--- src/rtl/fp_pkg.sv ---
// fp_pkg: shared definitions for the e5/f1.15 floating-point word used by the
// floor pipe and its arbiter.
//   FP_W      - total word width {exp, frac}
//   FP_EXP_W  - exponent field width
//   FP_FRAC_W - fraction field width (1.15 fixed point, explicit leading bit)
//   FP_BIAS   - exponent bias
//   fp_id_w() - requester-ID width for a given requester count (minimum 1)
package fp_pkg;

    localparam int FP_W      = 21;
    localparam int FP_EXP_W  = 5;
    localparam int FP_FRAC_W = 16;
    localparam int FP_BIAS   = 15;

    typedef logic [FP_W-1:0] fp_word_t;

    function automatic int fp_id_w(input int n);
        int w;
        w = 1;
        while ((1 << w) < n) begin
            w = w + 1;
        end
        return w;
    endfunction

endpackage

--- src/rtl/fp_floor.sv ---
// fp_floor: combinational floor of an e5/f1.15 value {exp[4:0], frac[15:0]}.
//   i_op  - operand word
//   o_res - floored word; exponent passes through unchanged
// Exponent below the bias means |x| < 1, so the fraction is cleared. For
// exponents bias..2*bias the fractional bits below the binary point are
// cleared; exponent all-ones carries no usable fraction and is cleared too.
import fp_pkg::*;

module fp_floor (
    input  logic [FP_W-1:0] i_op,
    output logic [FP_W-1:0] o_res
);

    logic [FP_EXP_W-1:0]  w_exp;
    logic [FP_FRAC_W-1:0] w_frac;
    logic [FP_EXP_W-1:0]  w_sh;
    logic [FP_FRAC_W-1:0] w_mask;
    logic [FP_FRAC_W-1:0] w_frac_out;

    assign w_exp  = i_op[FP_W-1:FP_FRAC_W];
    assign w_frac = i_op[FP_FRAC_W-1:0];

    always_comb begin
        w_sh       = '0;
        w_mask     = '1;
        w_frac_out = '0;
        if (w_exp < FP_EXP_W'(FP_BIAS)) begin
            w_frac_out = '0;
        end else if (w_exp == '1) begin
            w_frac_out = '0;
        end else begin
            // number of bits below the binary point: 2*bias - exp (0..15)
            w_sh       = FP_EXP_W'(2 * FP_BIAS) - w_exp;
            w_mask     = {FP_FRAC_W{1'b1}} << w_sh;
            w_frac_out = w_frac & w_mask;
        end
    end

    assign o_res = {w_exp, w_frac_out};

endmodule

--- src/rtl/fp_rr_pick.sv ---
// fp_rr_pick: combinational round-robin picker.
//   i_req - request vector
//   i_ptr - highest-priority index this cycle
//   o_gnt - one-hot grant (first set bit of i_req scanning upward from i_ptr)
//   o_idx - index of the granted bit
//   o_any - high when any request is granted
import fp_pkg::*;

module fp_rr_pick #(
    parameter int P_NREQ = 2,
    parameter int P_IDW  = 1
) (
    input  logic [P_NREQ-1:0] i_req,
    input  logic [P_IDW-1:0]  i_ptr,
    output logic [P_NREQ-1:0] o_gnt,
    output logic [P_IDW-1:0]  o_idx,
    output logic              o_any
);

    logic [2*P_NREQ-1:0] w_dbl;
    logic [P_NREQ-1:0]   w_rot;
    logic [P_IDW:0]      w_off;
    logic [P_IDW:0]      w_sum;
    logic                w_found;

    // Rotate so that the pointer position lands at bit 0; the pointer is
    // always < P_NREQ, so the doubled vector covers the wrap-around.
    assign w_dbl = {i_req, i_req} >> i_ptr;
    assign w_rot = w_dbl[P_NREQ-1:0];

    always_comb begin
        w_found = 1'b0;
        w_off   = '0;
        for (int unsigned i = 0; i < P_NREQ; i++) begin
            if (!w_found && w_rot[i]) begin
                w_found = 1'b1;
                w_off   = (P_IDW+1)'(i);
            end
        end
    end

    // Map the rotated offset back to an absolute index, mod P_NREQ.
    always_comb begin
        w_sum = {1'b0, i_ptr} + w_off;
        if (w_sum >= (P_IDW+1)'(P_NREQ)) begin
            w_sum = w_sum - (P_IDW+1)'(P_NREQ);
        end
    end

    assign o_any = w_found;
    assign o_idx = w_sum[P_IDW-1:0];
    assign o_gnt = w_found ? (P_NREQ'(1) << o_idx) : '0;

endmodule

--- src/rtl/fp_floor_arb.sv ---
// fp_floor_arb: round-robin shares one fp_floor datapath between P_NREQ
// requesters behind a single registered, back-pressurable result stage.
//   i_clk       - core clock
//   i_rst       - synchronous, active-high reset
//   i_req_valid - per-requester request valid
//   i_req_data  - operands, requester k at bits [21k+20:21k]
//   o_req_ready - one-hot accept; transfer on valid&ready of the same bit
//   o_res_valid - result valid
//   o_res_data  - floored value {exp, frac}
//   o_res_id    - requester index that issued the result
//   i_res_ready - consumer accepts result
//   o_busy      - result held or any request pending
import fp_pkg::*;

module fp_floor_arb #(
    parameter int P_NREQ = 2,
    parameter int P_IDW  = 1
) (
    input  logic                   i_clk,
    input  logic                   i_rst,
    input  logic [P_NREQ-1:0]      i_req_valid,
    input  logic [FP_W*P_NREQ-1:0] i_req_data,
    output logic [P_NREQ-1:0]      o_req_ready,
    output logic                   o_res_valid,
    output logic [FP_W-1:0]        o_res_data,
    output logic [P_IDW-1:0]       o_res_id,
    input  logic                   i_res_ready,
    output logic                   o_busy
);

    logic                r_res_valid;
    logic [FP_W-1:0]     r_res_data;
    logic [P_IDW-1:0]    r_res_id;
    logic [P_IDW-1:0]    r_rr_ptr;

    logic                w_can_load;
    logic [P_NREQ-1:0]   w_req_elig;
    logic [P_NREQ-1:0]   w_gnt;
    logic [P_IDW-1:0]    w_idx;
    logic                w_any;
    logic [FP_W-1:0]     w_op;
    logic [FP_W-1:0]     w_floor;
    logic [P_IDW:0]      w_nxt;

    assign w_can_load = !r_res_valid || i_res_ready;

    // Nothing is offered to the picker while in reset or while the result
    // register is blocked, so o_req_ready is zero in those cycles.
    assign w_req_elig = (w_can_load && !i_rst) ? i_req_valid : '0;

    fp_rr_pick #(
        .P_NREQ (P_NREQ),
        .P_IDW  (P_IDW)
    ) u_pick (
        .i_req (w_req_elig),
        .i_ptr (r_rr_ptr),
        .o_gnt (w_gnt),
        .o_idx (w_idx),
        .o_any (w_any)
    );

    // One-hot AND-OR operand mux.
    always_comb begin
        w_op = '0;
        for (int unsigned k = 0; k < P_NREQ; k++) begin
            w_op = w_op | ({FP_W{w_gnt[k]}} & i_req_data[k*FP_W +: FP_W]);
        end
    end

    fp_floor u_floor (
        .i_op  (w_op),
        .o_res (w_floor)
    );

    assign w_nxt = {1'b0, w_idx} + (P_IDW+1)'(1);

    always_ff @(posedge i_clk) begin
        if (i_rst) begin
            r_res_valid <= 1'b0;
            r_res_data  <= '0;
            r_res_id    <= '0;
            r_rr_ptr    <= '0;
        end else if (w_any) begin
            r_res_valid <= 1'b1;
            r_res_data  <= w_floor;
            r_res_id    <= w_idx;
            r_rr_ptr    <= (w_nxt == (P_IDW+1)'(P_NREQ)) ? '0 : w_nxt[P_IDW-1:0];
        end else if (i_res_ready) begin
            r_res_valid <= 1'b0;
        end
    end

    assign o_req_ready = w_gnt;
    assign o_res_valid = r_res_valid;
    assign o_res_data  = r_res_data;
    assign o_res_id    = r_res_id;
    assign o_busy      = r_res_valid || (|i_req_valid);

endmodule
--- config.mk ---
export PLATFORM = sky130hd
export DESIGN_NAME = fp_floor_arb
export DESIGN_NICKNAME = d
export VERILOG_FILES = /design/src/rtl/fp_pkg.sv /design/src/rtl/fp_floor.sv /design/src/rtl/fp_rr_pick.sv /design/src/rtl/fp_floor_arb.sv
export SDC_FILE = /design/constraint.sdc
export NUM_CORES = 1
export LEC_CHECK = 0
export ABC_AREA = 1
export CAP_MARGIN = 30
export CORE_ASPECT_RATIO = 0.5
export CORE_MARGIN = 8
export CORE_UTILIZATION = 30
export CTS_CLUSTER_DIAMETER = 200
export DETAILED_ROUTE_END_ITERATION = 10
export DONT_BUFFER_PORTS = 1
export PLACE_DENSITY = 0.54
export SETUP_SLACK_MARGIN = 0.4
export SLEW_MARGIN = 20
export SYNTH_ARGS = -nofsm -noshare
export SYNTH_HDL_FRONTEND = slang
export SYNTH_SLANG_ARGS = --single-unit
export TNS_END_PERCENT = 30
--- constraint.sdc ---
create_clock -name i_clk -period 2.9 [get_ports i_clk]
set_input_delay 0.435 -clock i_clk [delete_from_list [all_inputs] [get_ports i_clk]]
set_output_delay 0.435 -clock i_clk [all_outputs]
set_load 0.1 [all_outputs]
==> run_results.csv <==
group,metric,value,unit
layout,antenna_cells,0,
clock_network,post_cts_resized,0,
placed_design,port_buffers,0,
worst_hold_path,min_from,"i_rst",
global_route,grt.overflow.total,0,
power,max-vdd-ir-drop,0.175,mV
global_route,antenna_found_initial,0,
yosys,postSynth.asyncResetShare,0,%
sta,tightest_slew,1.00,ns
detailed_routing,vias,1516,
global_route,grt_first_pass_wirelength,7250,microns
clock_network,cts_sinks,24,
clock_network,cts_tree,"done",
layout,fillers,612,
worst_hold_path,min_path_type,"input port to register",
sta,period_needed,2.21,ns
power,power,744,uW
yosys,yosysSeqAreaShare,29.5,%
detailed_routing,via_per_inst,4.59,
yosys,yosysUniqueCellTypes,24,
yosys,synth_edf_count,0,
sta,rsz0062_at_grt,"false",
clock_network,numCtsBuffers,3,
clock_network,post_cts_buffers,0,
layout,areaGrowthSynthToFinish,8.52,%
setup_path,reg2reg_depth,15,
sta,setup_violations,0,
floorplan,ioPinCount,73,
placed_design,dpl_worst_slack,0.414,ns
sta,hold_violations,0,
yosys,postSynthAreaPerCell,6.37,sq um
global_route,use_met2,19.1,%
job,max_cap_viol_count,0,
sta,fmax,452,MHz
setup_path,crit_top_cell,"nand2_1",
global_route,gr-usage-met3,5.68,%
detailed_routing,drt-pass1-iter-count,4,
global_route,busiest_layer,"met2",
placed_design,gp_congestion,0.849,
yosys,yosysTopAreaCell,"dfxtp_1",
yosys,ys_ff_latch,24,
clock_network,cts-htree-levels,1,
clock_network,clk_path_buf_depth,2,
yosys,yosysMostFrequentCell,"nand2_1",
detailed_routing,ant_nets,0,
setup_path,r2r_slack,0.69,ns
detailed_routing,avgRoutedWirePerCell,13.9,microns
detailed_routing,drc_errors,0,
setup_path,cp.required,3.10,ns
sta,drv_slew,0,
placed_design,dp_hpwl,3830,microns
yosys,synthCells,256,
setup_path,cp_cell_sequence,"nand2_2 -> nand2_2 -> nor2_4 -> nand3_1 -> nand2_1 -> ha_2 -> inv_1 -> ha_1 -> inv_2 -> nand2_1 -> a21oi_1 -> nand2_1 -> nor2_1 -> nand2_1 -> a21oi_2",
setup_path,critPathMaxStageDelay,0.33,ns
global_route,grt_max_degree,23,
sta,clock_skew,0.00514,ns
yosys,synth_nets,308,
setup_path,arrival,2.41,ns
setup_path,timing.rr.start,"o_res_valid",
layout,drive_gt1_share,16.0,%
global_route,grt.total_usage,11.2,%
layout,layout.nets,311,
floorplan,rows,19,
yosys,ys_warn_count,0,
setup_path,start_kind,"register",
clock_network,cts.clk_slew.worst_paths,0.08,ns
power,powerDensity,420,nW/um^2
layout,final_core_util,32.9,%
global_route,grt_pass1_vias,1464,
setup_path,cp-end-kind,"register",
outcome,status,"finished clean",
setup_path,worstSetupPathType,"register to register",
yosys,synthTopCellsByCount,"nand2_1, dfxtp_1, inv_1, nor2_1, nand3_1",
layout,multi_input_area,1000,sq um
floorplan,die_area,8190,sq um
setup_path,cp_slowest_cell,"dfxtp_2",
clock_network,clock_latency,0.26,ns
yosys,synth_flop_cell,"dfxtp_1",
yosys,synth_top_area_share,29.5,%
clock_network,cts-root-buf,"clkbuf_8",
clock_network,hold_buffers,0,
sta,fin_crit_sh,76.2,%
worst_hold_path,min_path_cells,1,
setup_path,r2r-end,"o_res_data[0]",
detailed_routing,drt-initial-drc-count,49,
floorplan,chipWidth,120,microns
floorplan,die_y,68.1,microns
floorplan,start_util,30.3,%
setup_path,cp_max_fo,7,
sta,tns,0,ns
detailed_routing,routed_wl,4600,microns
floorplan,core-area,5370,sq um
yosys,yosys-top-cells-area,"dfxtp_1, nand2_1, nand3_1",
global_route,met1_usage,12.2,%
power,p_leak,0.000787,uW
layout,seq_area,482,sq um
sta,maxSlewHeadroom,33.1,%
sta,setup_ws,0.689,ns
worst_hold_path,hold-path-endpoint,"o_res_valid",
placed_design,placed_area,1720,sq um
layout,final_cell_area,1770,sq um
yosys,synth_area,1630,sq um
==> cell usage in the layout, fill, tap and decap left out, drive strengths merged <==
cell | netlist | routed
nand3 | 20 | 20
o21ai | 4 | 4
dfxtp | 24 | 24
nor2 | 30 | 30
nand2 | 100 | 100
nand4 | 8 | 8
a21oi | 21 | 21
ha | 5 | 5
clkinv | 1 | 1
a22o | 2 | 2
buf | 5 | 5
o211ai | 3 | 3
or2 | 1 | 1
inv | 30 | 30
clkbuf | 2 | 3
==> logic make-up (layout without fill, tap and decap cells) <==
logic type / count (synthesis) / in the layout / synth area share [%]
compound gates: 30 / 30 / 10.8
fa+ha+maj: 5 / 5 / 3.84
buf+inv: 38 / 39 / 9.52
flops: 24 / 24 / 29.5
simple gates: 159 / 159 / 46.4
==> worst max path at each step <==
stage | start | endpoint | slack (ns) | cells past startpoint
6_report | o_res_valid | o_res_data[0] | 0.69 | 15
5_1_grt | o_res_valid | o_res_data[0] | 0.42 | 15
4_1_cts | r_rr_ptr | o_res_data[1] | 0.56 | 13
3_5_place_dp | i_req_valid[0] | o_res_data[1] | 0.41 | 14
3_3_place_gp | i_req_valid[0] | o_res_data[1] | 0.48 | 14
2_1_floorplan | o_res_valid | o_res_data[1] | 0.46 | 14
==> worst max-delay path: cells and delay by family, from the launching register on <==
kind,cells,cell delay (ns)
and+or+nand+nor,9,0.86
buffers and inverters,2,0.15
adders and majority gates,2,0.57
AOI/OAI and AO/OA,2,0.22
DFF,1,0.33
==> where the power goes <==
group / switching [uW] / internal (uW) / total [uW]
logic: 117 / 42.7 / 160
clock network: 100 / 92.8 / 193
registers: 52.8 / 338 / 391
total: 270 / 473 / 744
==> per-layer routing <==
layer  share of wire, %  up-vias  routed length [microns]
met1                 42      677                     1940
met4               0.91        0                       42
met5                  0        -                        0
li1                   -      812                        -
met2                 47       25                     2160
met3                9.8        2                      452
==> final cells by class <==
cell class,instances,share of cell area (%)
multi-input combinational,194,56.5
clock buffer,3,2.33
sequential,24,27.2
inverter,31,6.65
timing repair buffer,5,2.12
tap,73,5.16
==> flip-flops by register name (all words and copies together) (netlist names) <==
signal       count
o_res_id         1
r_rr_ptr         1
o_res_data      21
o_res_valid      1
==> through the flow <==
stage	hold slack, ns	instances
2_1_floorplan	0.449	256
5_1_grt	0.197	330
3_5_place_dp	0.470	327
4_1_cts	0.216	330
3_3_place_gp	0.467	327
6_report	0.223	330
Power figures use the tool's default switching activity.
